===== src/rtl/demux_1_4_stream.sv =====
// rtl/demux_1_4_stream.sv - 1-to-4 stream demultiplexer with one-entry holding register per lane
module demux_1_4_stream #(
  parameter int DW = 2
) (
  input  logic            clk,
  input  logic            rst,
  input  logic            in_valid,
  output logic            in_ready,
  input  logic [DW-1:0]   in_data,
  input  logic [1:0]      sel,
  output logic [3:0]      out_valid,
  input  logic [3:0]      out_ready,
  output logic [4*DW-1:0] out_data,
  output logic [7:0]      beat_cnt
);

  logic [3:0]    vq;
  logic [DW-1:0] dq [4];
  logic          accept;

  // The selected lane can take a beat when empty or draining in the same cycle.
  assign in_ready = !rst && (!vq[sel] || out_ready[sel]);
  assign accept   = in_valid && in_ready;

  always_ff @(posedge clk) begin
    if (rst) begin
      vq       <= 4'b0000;
      beat_cnt <= 8'd0;
      for (int i = 0; i < 4; i++) dq[i] <= '0;
    end else begin
      for (int i = 0; i < 4; i++) begin
        if (accept && (sel == 2'(i))) begin
          vq[i] <= 1'b1;
          dq[i] <= in_data;
        end else if (out_ready[i]) begin
          vq[i] <= 1'b0;
        end
      end
      if (accept) beat_cnt <= beat_cnt + 8'd1;
    end
  end

  assign out_valid = vq;

  for (genvar g = 0; g < 4; g++) begin : g_lane
    assign out_data[g*DW +: DW] = dq[g];
  end

endmodule


===== config.mk =====
export PLATFORM = sky130hd
export DESIGN_NAME = demux_1_4_stream
export DESIGN_NICKNAME = d
export VERILOG_FILES = /design/src/rtl/demux_1_4_stream.sv
export SDC_FILE = /design/constraint.sdc
export NUM_CORES = 1
export LEC_CHECK = 0
export CAP_MARGIN = 40
export CORE_MARGIN = 4
export CORE_UTILIZATION = 45
export DETAILED_ROUTE_END_ITERATION = 10
export PLACE_DENSITY = 0.79
export SKIP_CTS_REPAIR_TIMING = 1
export SLEW_MARGIN = 20
export SYNTH_ARGS = -nofsm -noshare
export SYNTH_HDL_FRONTEND = slang
export SYNTH_SLANG_ARGS = --single-unit

===== constraint.sdc =====
create_clock -name clk -period 4.9 [get_ports clk]
set_clock_uncertainty 0.1 [all_clocks]
set_input_delay 0.735 -clock clk [delete_from_list [all_inputs] [get_ports clk]]
set_output_delay 0.735 -clock clk [all_outputs]
set_load 0.005 [all_outputs]

==> flow_summary.json <==
{
  "outcome": "complete, no violations",
  "drv_slew": 0,
  "antenna_cells": 0,
  "placeableCoreArea_um2": 1962,
  "synth_cells": 96,
  "drive_gt1_share_pct": 7.143,
  "finalSetupTns_ns": 0,
  "leakage_nw": 0.4390,
  "required_ns": 4.07,
  "clk_latency_ns": 0.30,
  "hold_viol": 0,
  "multi_input_area_um2": 406.6,
  "slew-limit-headroom_pct": 70.13,
  "grt_use_total_pct": 16.17,
  "period_minus_slack_ns": 3.821,
  "htreeDepth": 1,
  "drv_cap": 0,
  "finalSetupViolations": 0,
  "grt_antenna_before_repair": 0,
  "finalInstanceArea_um2": 1295,
  "layout-area-overhead-vs-synth_pct": 38.55,
  "rsz0062_at_grt": "no",
  "fp.dieArea_um2": 2870,
  "drt-total-wl_mm": 2.213,
  "path_class": "in -> out",
  "drc": 0,
  "wire_per_inst_um": 14.46,
  "path_cells": "clkdlybuf4s50_1, mux4_2, nand2b_1, inv_2, clkdlybuf4s50_1",
  "overflow": 0,
  "cp.arrival_ns": 2.99,
  "grt_max_degree": 17,
  "first_iter_violations": 28,
  "endpoint_kind": "output pin",
  "vias_per_cell": 5.471,
  "final_common_cell": "clkdlybuf4s50_1",
  "clockBufferDepth": 2,
  "max_stage_delay_ns": 0.69,
  "ios": 32,
  "grt_pass1_vias": 790,
  "synth_area_um2": 934.6,
  "num_vias": 837,
  "gp_congestion": 0.8127,
  "die_x_um": 53.58,
  "ant_nets": 0,
  "synth_nets": 108,
  "synth_seq_cells": 20,
  "worstSetupStartpointType": "input port",
  "max_freq_mhz": 261.7,
  "num_rows": 16,
  "cts-root-buf": "clkbuf_4",
  "initial_core_util_pct": 47.64,
  "clk_pin_slew_worst_paths_ns": 0.11,
  "fill_cells": 168,
  "tightest_slew_ns": 0.4467,
  "dp_hpwl_mm": 1.660,
  "fin_crit_sh_pct": 77.97,
  "ys_warn_count": 0,
  "dieHeight_um": 53.58,
  "portBuffers": 31,
  "finalPower_w": 0.0003599,
  "cts_buffers": 3,
  "seqCellArea_um2": 480.5,
  "grt_pass1_wl_mm": 3.422,
  "peakVddDrop_mv": 0.1769,
  "cts_tree": "done",
  "cts.sinks": 20,
  "hp-class": "reg -> reg",
  "layout_common_cells": "clkdlybuf4s50_1 (31), dfxtp_1 (12), a21oi_1 (9), edfxtp_1 (8), nand2_1 (7)",
  "place_area_um2": 1242,
  "num-nets-final": 139,
  "syn_area_per_cell_um2": 9.736,
  "crit_top_cell": "clkdlybuf4s50_1",
  "crit_fanout": 16,
  "yosysUniqueCellTypes": 26,
  "seq_area_frac_synth_pct": 51.41,
  "powerDensity_nw_per_um2": 277.9,
  "first_pass_iters": 4,
  "critPathSlowestCell": "mux4_2"
}
[final cells by class]
| class | count | share of cell area [%] |
|---|---|---|
| sequential | 20 | 37.10 |
| multi-input combinational | 68 | 31.40 |
| timing repair buffer | 31 | 23.96 |
| tap | 27 | 2.609 |
| clock inverter | 1 | 2.319 |
| clock buffer | 3 | 1.739 |
| inverter | 3 | 0.8696 |
[worst max-delay path, delay by kind of cell]
kind | cells | cell delay (ns)
buffers and inverters | 3 | 1.21
multiplexers | 1 | 0.69
AND/OR/NAND/NOR | 1 | 0.33
[metrics by stage]
step                      cells  utilization (%)  hold WS (ns)  worst slack, ns
after floorplan              96                -        0.3682            2.325
after global placement      149            63.33        0.3683            1.161
after detailed placement    149            63.33        0.3791            1.101
after CTS                   153            66.01        0.3978            1.102
after global routing        153            66.01        0.4126           0.9774
final                       153            66.01        0.3944            1.079
[power breakdown]
part	internal [W]	leakage, nW	switching (W)
Sequential	0.000179	0.184	0.00000371
Clock	0.0000826	0.0279	0.0000511
Combinational	0.0000238	0.228	0.0000200
Total	0.000285	0.439	0.0000748
[routing by layer]
layer  vias to the layer above  GRT usage [%]  part of all wire, %
met4                         0          6.809                  1.1
met2                        29          27.55                   50
met5                         -              0                    0
met3                         4          1.939                  4.5
li1                        410              -                    -
met1                       394          20.59                   44
[kinds of logic (layout without fill, tap and decap cells)]
group / count (synthesis) / in the layout / share of synthesized area [%]
buffers and inverters: 8 / 38 / 5.086
flip-flops: 20 / 20 / 51.41
AND/OR/NAND/NOR: 44 / 44 / 25.84
multiplexers: 2 / 2 / 3.480
AO/OA/AOI/OAI: 21 / 21 / 12.85
adder cells (fa/ha/maj): 1 / 1 / 1.338
[path summary, 6_finish.rpt]
| check | end | startpoint | cells after the start | slack [ns] |
|---|---|---|---|---|
| hold / removal | beat_cnt[7]$_SDFFE_PP0P_ | beat_cnt[7]$_SDFFE_PP0P_ | 2 | 0.39 |
| hold reg to reg | beat_cnt[7]$_SDFFE_PP0P_ | beat_cnt[7]$_SDFFE_PP0P_ | 2 | 0.39 |
| setup reg to reg | dq[0][0]$_SDFFCE_PN0P_ | out_valid[2]$_SDFFE_PP0P_ | 4 | 2.89 |
| setup / recovery | in_ready | sel[0] | 5 | 1.08 |
[flip-flops by register name, indices dropped and copies added (netlist names)]
name and cells:
out_valid 4, beat_cnt 8, dq 8
[cell usage after synthesis]
cell type / count / share of area, %
dfxtp_1: 12 / 26
a21oi_1: 9 / 4.8
edfxtp_1: 8 / 26
nand2_1: 7 / 2.8
nor3_1: 6 / 3.2
o21ai_0: 6 / 3.2
nand2b_1: 5 / 3.3
nor2b_1: 5 / 3.3
or3_1: 5 / 3.3
nand3_1: 4 / 2.1
o31ai_1: 4 / 3.2
nor2_1: 3 / 1.2
or4_1: 3 / 2.4
buf_2: 2 / 1.1
buf_6: 2 / 2.4
inv_1: 2 / 0.80
nand4_1: 2 / 1.3
nor4_1: 2 / 1.3
or2_2: 2 / 1.3
clkbuf_1: 1 / 0.40
ha_1: 1 / 1.3
inv_2: 1 / 0.40
mux2i_1: 1 / 1.1
mux4_2: 1 / 2.4
o21ai_1: 1 / 0.53
o21ba_2: 1 / 1.1
(Power assumes the default switching activity.)
==> RTL edit 1 (same settings) <==
The parameter `DW` goes from 2 to 4.
--- a/src/rtl/demux_1_4_stream.sv
+++ b/src/rtl/demux_1_4_stream.sv
@@ -1,5 +1,5 @@
 // rtl/demux_1_4_stream.sv - 1-to-4 stream demultiplexer with one-entry holding register per lane
 module demux_1_4_stream #(
-  parameter int DW = 2
+  parameter int DW = 4
 ) (
   input  logic            clk,
Interface: changed (resized in_data and out_data); port bits go from 32 to 42. No check against the original RTL was run, so the function may have changed too.
==> RTL edit 1 against the unedited design <==
  * Sequential cell count increased by 8
  * Global-route usage decreased by 0.43 points
  * Total power increased by 11%
  * Setup slack improved by 0.38 ns
  * Wire length increased by 18%
  * Sequential share of layout area increased by 6.0 points
  * Cell area increased by 29%
  * First-iteration DRC count decreased by 25%
  * Area after synthesis increased by 29%
  * Critical endpoint unchanged
==> RTL edit 1: results (changes against the unedited design) <==
The flow ran to the end, and the final reports show no timing, DRC or antenna violations. The maximum cell stage delay along the critical path came out at 0.67 ns (-0.02 ns). The met3 wire length is 138 um (+38%). The fraction of layout cells with a size suffix above 1 came to 8.78% (+1.6 points). The global placer's final weighted congestion came out at 0.736 (-9.4%). The met1 wire length came out at 1110 um (+14%). The global-route wire length before repair came out at 4200 um (+23%). The violation count after the first detailed-route iteration came out at 21 (-25%). The gate family responsible for the most delay along the worst path is buffers and inverters. By count the netlist is led by sky130_fd_sc_hd__and2_1 (16), sky130_fd_sc_hd__edfxtp_1 (16), sky130_fd_sc_hd__dfxtp_1 (12).

The number of global-route vias before repair is 932 (+18%). The number of distinct library cell variants in the gate-level netlist after synthesis came to 24 (-7.7%). The number of cells in the design after placement is 173 (+16%). The sum of met2 wire segment lengths after detailed routing came to 1340 um (+20%).

The detailed-placement wirelength estimate came out at 2010 um (+21%). The worst hold path belongs to the class register to register. The post-synth net total is 119 (+10%).

The combined global-route utilization of all metal layers is 15.7% (-0.43 points). The net total in the final layout came out at 163 (+17%). The number of enable-type register cells in the synthesized netlist came to 16 (+8). The sequential area share after synthesis came out at 59.8% (+8.3 points).

The count of filler cells inserted in the layout was 205 (+22%). The mean instance size in the synthesized netlist came out at 11.5 sq um (+18%). The pin count of the biggest net entering global routing came out at 20 (+3). The clock latency on the worst-skew pair is 0.32 ns (+0.02 ns). The via density per instance was 5.22 (-4.6%).

The number of buffer cells added on primary ports was 41 (+32%). The largest fanout of any net on the critical path came out at 17 (+1).
## RTL edit 1: layout make-up
cell class / count / area share, %
Sequential cell: 28 / 43.1
Multi-Input combinational cell: 72 / 27.8
Timing Repair Buffer: 42 / 24.8
Tap cell: 30 / 2.24
Clock buffer: 4 / 1.57
Inverter: 2 / 0.449
## RTL edit 1: path summary, 6_finish.rpt
kind                                   start          end  slack, ns
worst max-delay path                  sel[1]     in_ready       1.46
worst min-delay path             beat_cnt[7]  beat_cnt[7]       0.40
worst max register to register  out_valid[2]  beat_cnt[6]       2.93
worst min register to register   beat_cnt[7]  beat_cnt[7]       0.40
## RTL edit 1: worst reg2reg max path, cell delays in order (launching register included)
cell	delay [ns]
sky130_fd_sc_hd__dfxtp_1	0.33
sky130_fd_sc_hd__nor2b_1	0.16
sky130_fd_sc_hd__mux4_2	0.60
sky130_fd_sc_hd__or4_1	0.55
sky130_fd_sc_hd__a21oi_1	0.15
## RTL edit 1: per-layer routing
metal / global-route usage, % / vias up
met5: 0 / -
met4: 5.38 / 0
met3: 3.67 / 4
met2: 25.9 / 22
met1: 20.2 / 438
li1: - / 465
## RTL edit 1: cells by family (layout without fill, tap and decap cells)
| family | count (synthesis) | count (layout) | share of synthesized area [%] |
|---|---|---|---|
| buf+inv | 5 | 48 | 1.66 |
| fa+ha+maj | 1 | 1 | 1.04 |
| compound gates | 16 | 16 | 7.36 |
| simple gates | 54 | 54 | 28.3 |
| mux | 1 | 1 | 1.87 |
| flops | 28 | 28 | 59.8 |
## RTL edit 1: report_power, final
group / leakage (nW) / total (mW) / switching [mW] / internal (mW)
clock network: 0.0150 / 0.0920 / 0.0602 / 0.0318
registers: 0.269 / 0.260 / 0.00368 / 0.256
logic: 0.302 / 0.0482 / 0.0195 / 0.0286
total: 0.585 / 0.400 / 0.0834 / 0.316
## RTL edit 1: through the flow
step	cell area (sq um)	setup slack [ns]	utilization [%]
5_1_grt	1670	1.35	66.3
6_report	1670	1.46	66.3
3_5_place_dp	1640	1.47	65.1
3_3_place_gp	1640	1.48	65.1
2_1_floorplan	1210	2.50	-
4_1_cts	1670	1.46	66.1
==> RTL edit 2 (same settings) <==
Without the edit above. Put one more register stage on the output `beat_cnt`, cleared by the reset. The value now appears one clock later. The other outputs are not delayed to match.
--- a/src/rtl/demux_1_4_stream.sv
+++ b/src/rtl/demux_1_4_stream.sv
@@ -15,4 +15,6 @@
 );
 
+  logic [7:0] beat_cnt_s0;
+
   logic [3:0]    vq;
   logic [DW-1:0] dq [4];
@@ -26,5 +28,5 @@
     if (rst) begin
       vq       <= 4'b0000;
-      beat_cnt <= 8'd0;
+      beat_cnt_s0 <= 8'd0;
       for (int i = 0; i < 4; i++) dq[i] <= '0;
     end else begin
@@ -37,5 +39,5 @@
         end
       end
-      if (accept) beat_cnt <= beat_cnt + 8'd1;
+      if (accept) beat_cnt_s0 <= beat_cnt_s0 + 8'd1;
     end
   end
@@ -47,4 +49,12 @@
   end
 
+  always_ff @(posedge clk) begin
+    if (rst) begin
+      beat_cnt <= '0;
+    end else begin
+      beat_cnt <= beat_cnt_s0;
+    end
+  end
+
 endmodule
 
Formal check against the unedited RTL: not equivalent (a bounded check fails within 4 cycles, from zero or initial values and one cycle with rst high).
==> RTL edit 2 against the unedited design <==
  * First-iteration DRC count decreased by 21%
  * Cell area increased by 18%
  * Total power increased by 19%
  * Core utilization decreased by 4.3 points
  * Setup slack improved by 0.24 ns
  * Synthesized cell count increased by 15%
  * Wire length increased by 12%
  * Area after synthesis increased by 24%
  * Non-clock buffer count unchanged
  * Sequential cell count increased by 8
==> RTL edit 2: results (changes against the unedited design) <==
The run finished with clean final reports. Yosys attributes the largest share of cell area to sky130_fd_sc_hd__dfxtp_1 (35%), sky130_fd_sc_hd__edfxtp_1 (21%), sky130_fd_sc_hd__nor2b_1 (6.5%), sky130_fd_sc_hd__mux4_2 (3.9%), sky130_fd_sc_hd__nor2_1 (3.9%). The met3 usage is 2.85% (+0.91 points). The fraction of layout cells with a size suffix above 1 was 7.86% (+0.71 points).

The final critical delay including setup and external delays is 3.58 ns (-0.243 ns). The reg-to-reg startpoint is out_valid[3]. The number of global-route vias before repair came out at 864 (+9.4%).

The final routed wirelength across all metal layers is 2470 um (+12%). Tracing the worst setup path back leads to its startpoint at sel[1]. The global placer's final weighted congestion was 0.774 (-4.7%). The top cell type's share of synthesized area came out at 34.6% (+8.9 points). The sum of met2 wire segment lengths after detailed routing is 1290 um (+16%). The total leakage power came out at 0.558 nW (+27%). The endpoint of the worst hold path is beat_cnt[7]. The endpoint identified for the worst register-to-register timing path is beat_cnt_s0[5]. The worst-case vdd ir drop is 227 uV (+29%). The met1 track demand over resource in global routing came to 17.4% (-3.2 points).

The worst path arrival time came out at 2.74 ns (-0.25 ns). The met2 layer usage reported by global route came out at 25.2% (-2.3 points). The met1 wire length is 995 um (+2.1%). The sequential area share after synthesis is 55.3% (+3.9 points).

The count of non-filler cells in the finished layout is 170 (+11%). The count of filler cells inserted in the layout came to 214 (+27%). The combined global-route utilization of all metal layers was 14.9% (-1.3 points). The transition at the pin with the smallest max-transition slack came out at 0.680 ns (+0.234 ns).

The pin count of the biggest net entering global routing came out at 21 (+4). The worst-case register-to-register setup slack is 3.04 ns (+0.15 ns). For this design, the slowest cell found on the critical path is sky130_fd_sc_hd__clkdlybuf4s50_1. The global-route wire length before repair came out at 3920 um (+15%).

The met3 wire length is 103 um (+3.0%). The net total in the final layout came out at 153 (+10%). The total vias in the final route is 917 (+9.6%). The post-synth net total came out at 122 (+13%). The detailed-placement wirelength estimate came to 1900 um (+14%).
[RTL edit 2: changes by cell type after synthesis, sizes merged, moves of 3 or more]
cell,before,now
a21oi,9,5
dfxtp,12,20
mux2,0,5
nor2,3,12
nor2b,5,12
nor3,6,3
o31ai,4,1
or4,3,0
[RTL edit 2: cell type report]
class                           instances  area share, %
Clock buffer                            4           3.11
Inverter                                2          0.491
Multi-Input combinational cell         75           31.7
Sequential cell                        28           41.9
Tap cell                               30           2.46
Timing Repair Buffer                   31           20.3
[RTL edit 2: power by group]
group	internal (mW)	leakage, nW	switching (mW)	total (mW)
sequential	0.245	0.248	0.00339	0.249
clock	0.0625	0.0261	0.0707	0.133
combinational	0.0244	0.284	0.0210	0.0454
total	0.332	0.558	0.0951	0.427
[RTL edit 2: metrics by stage]
| stage | hold WS, ns | utilization, % | cell area (sq um) |
|---|---|---|---|
| after floorplan | 0.359 | - | 1160 |
| after global placement | 0.365 | 59.7 | 1480 |
| after global routing | 0.424 | 61.7 | 1530 |
| final | 0.398 | 61.7 | 1530 |
| after CTS | 0.399 | 61.7 | 1530 |
| after detailed placement | 0.378 | 59.7 | 1480 |
[RTL edit 2: worst register-to-register path, cell delays in order, from the launching register on]
cell and delay [ns]:
sky130_fd_sc_hd__dfxtp_1 0.35, sky130_fd_sc_hd__nor2b_1 0.12, sky130_fd_sc_hd__mux4_2 0.56, sky130_fd_sc_hd__nor4b_2 0.30
sky130_fd_sc_hd__mux2_1 0.34
[RTL edit 2: kinds of logic (layout without fill, tap and decap cells)]
kind of cell               after synthesis  count (layout)  synth area share, %
adders and majority gates                1               1                 1.08
AOI/OAI and AO/OA                       14              14                 6.26
muxes                                    7               7                 8.75
buffers and inverters                    7              37                 2.92
DFF                                     28              28                 55.3
and+or+nand+nor                         53              53                 25.7
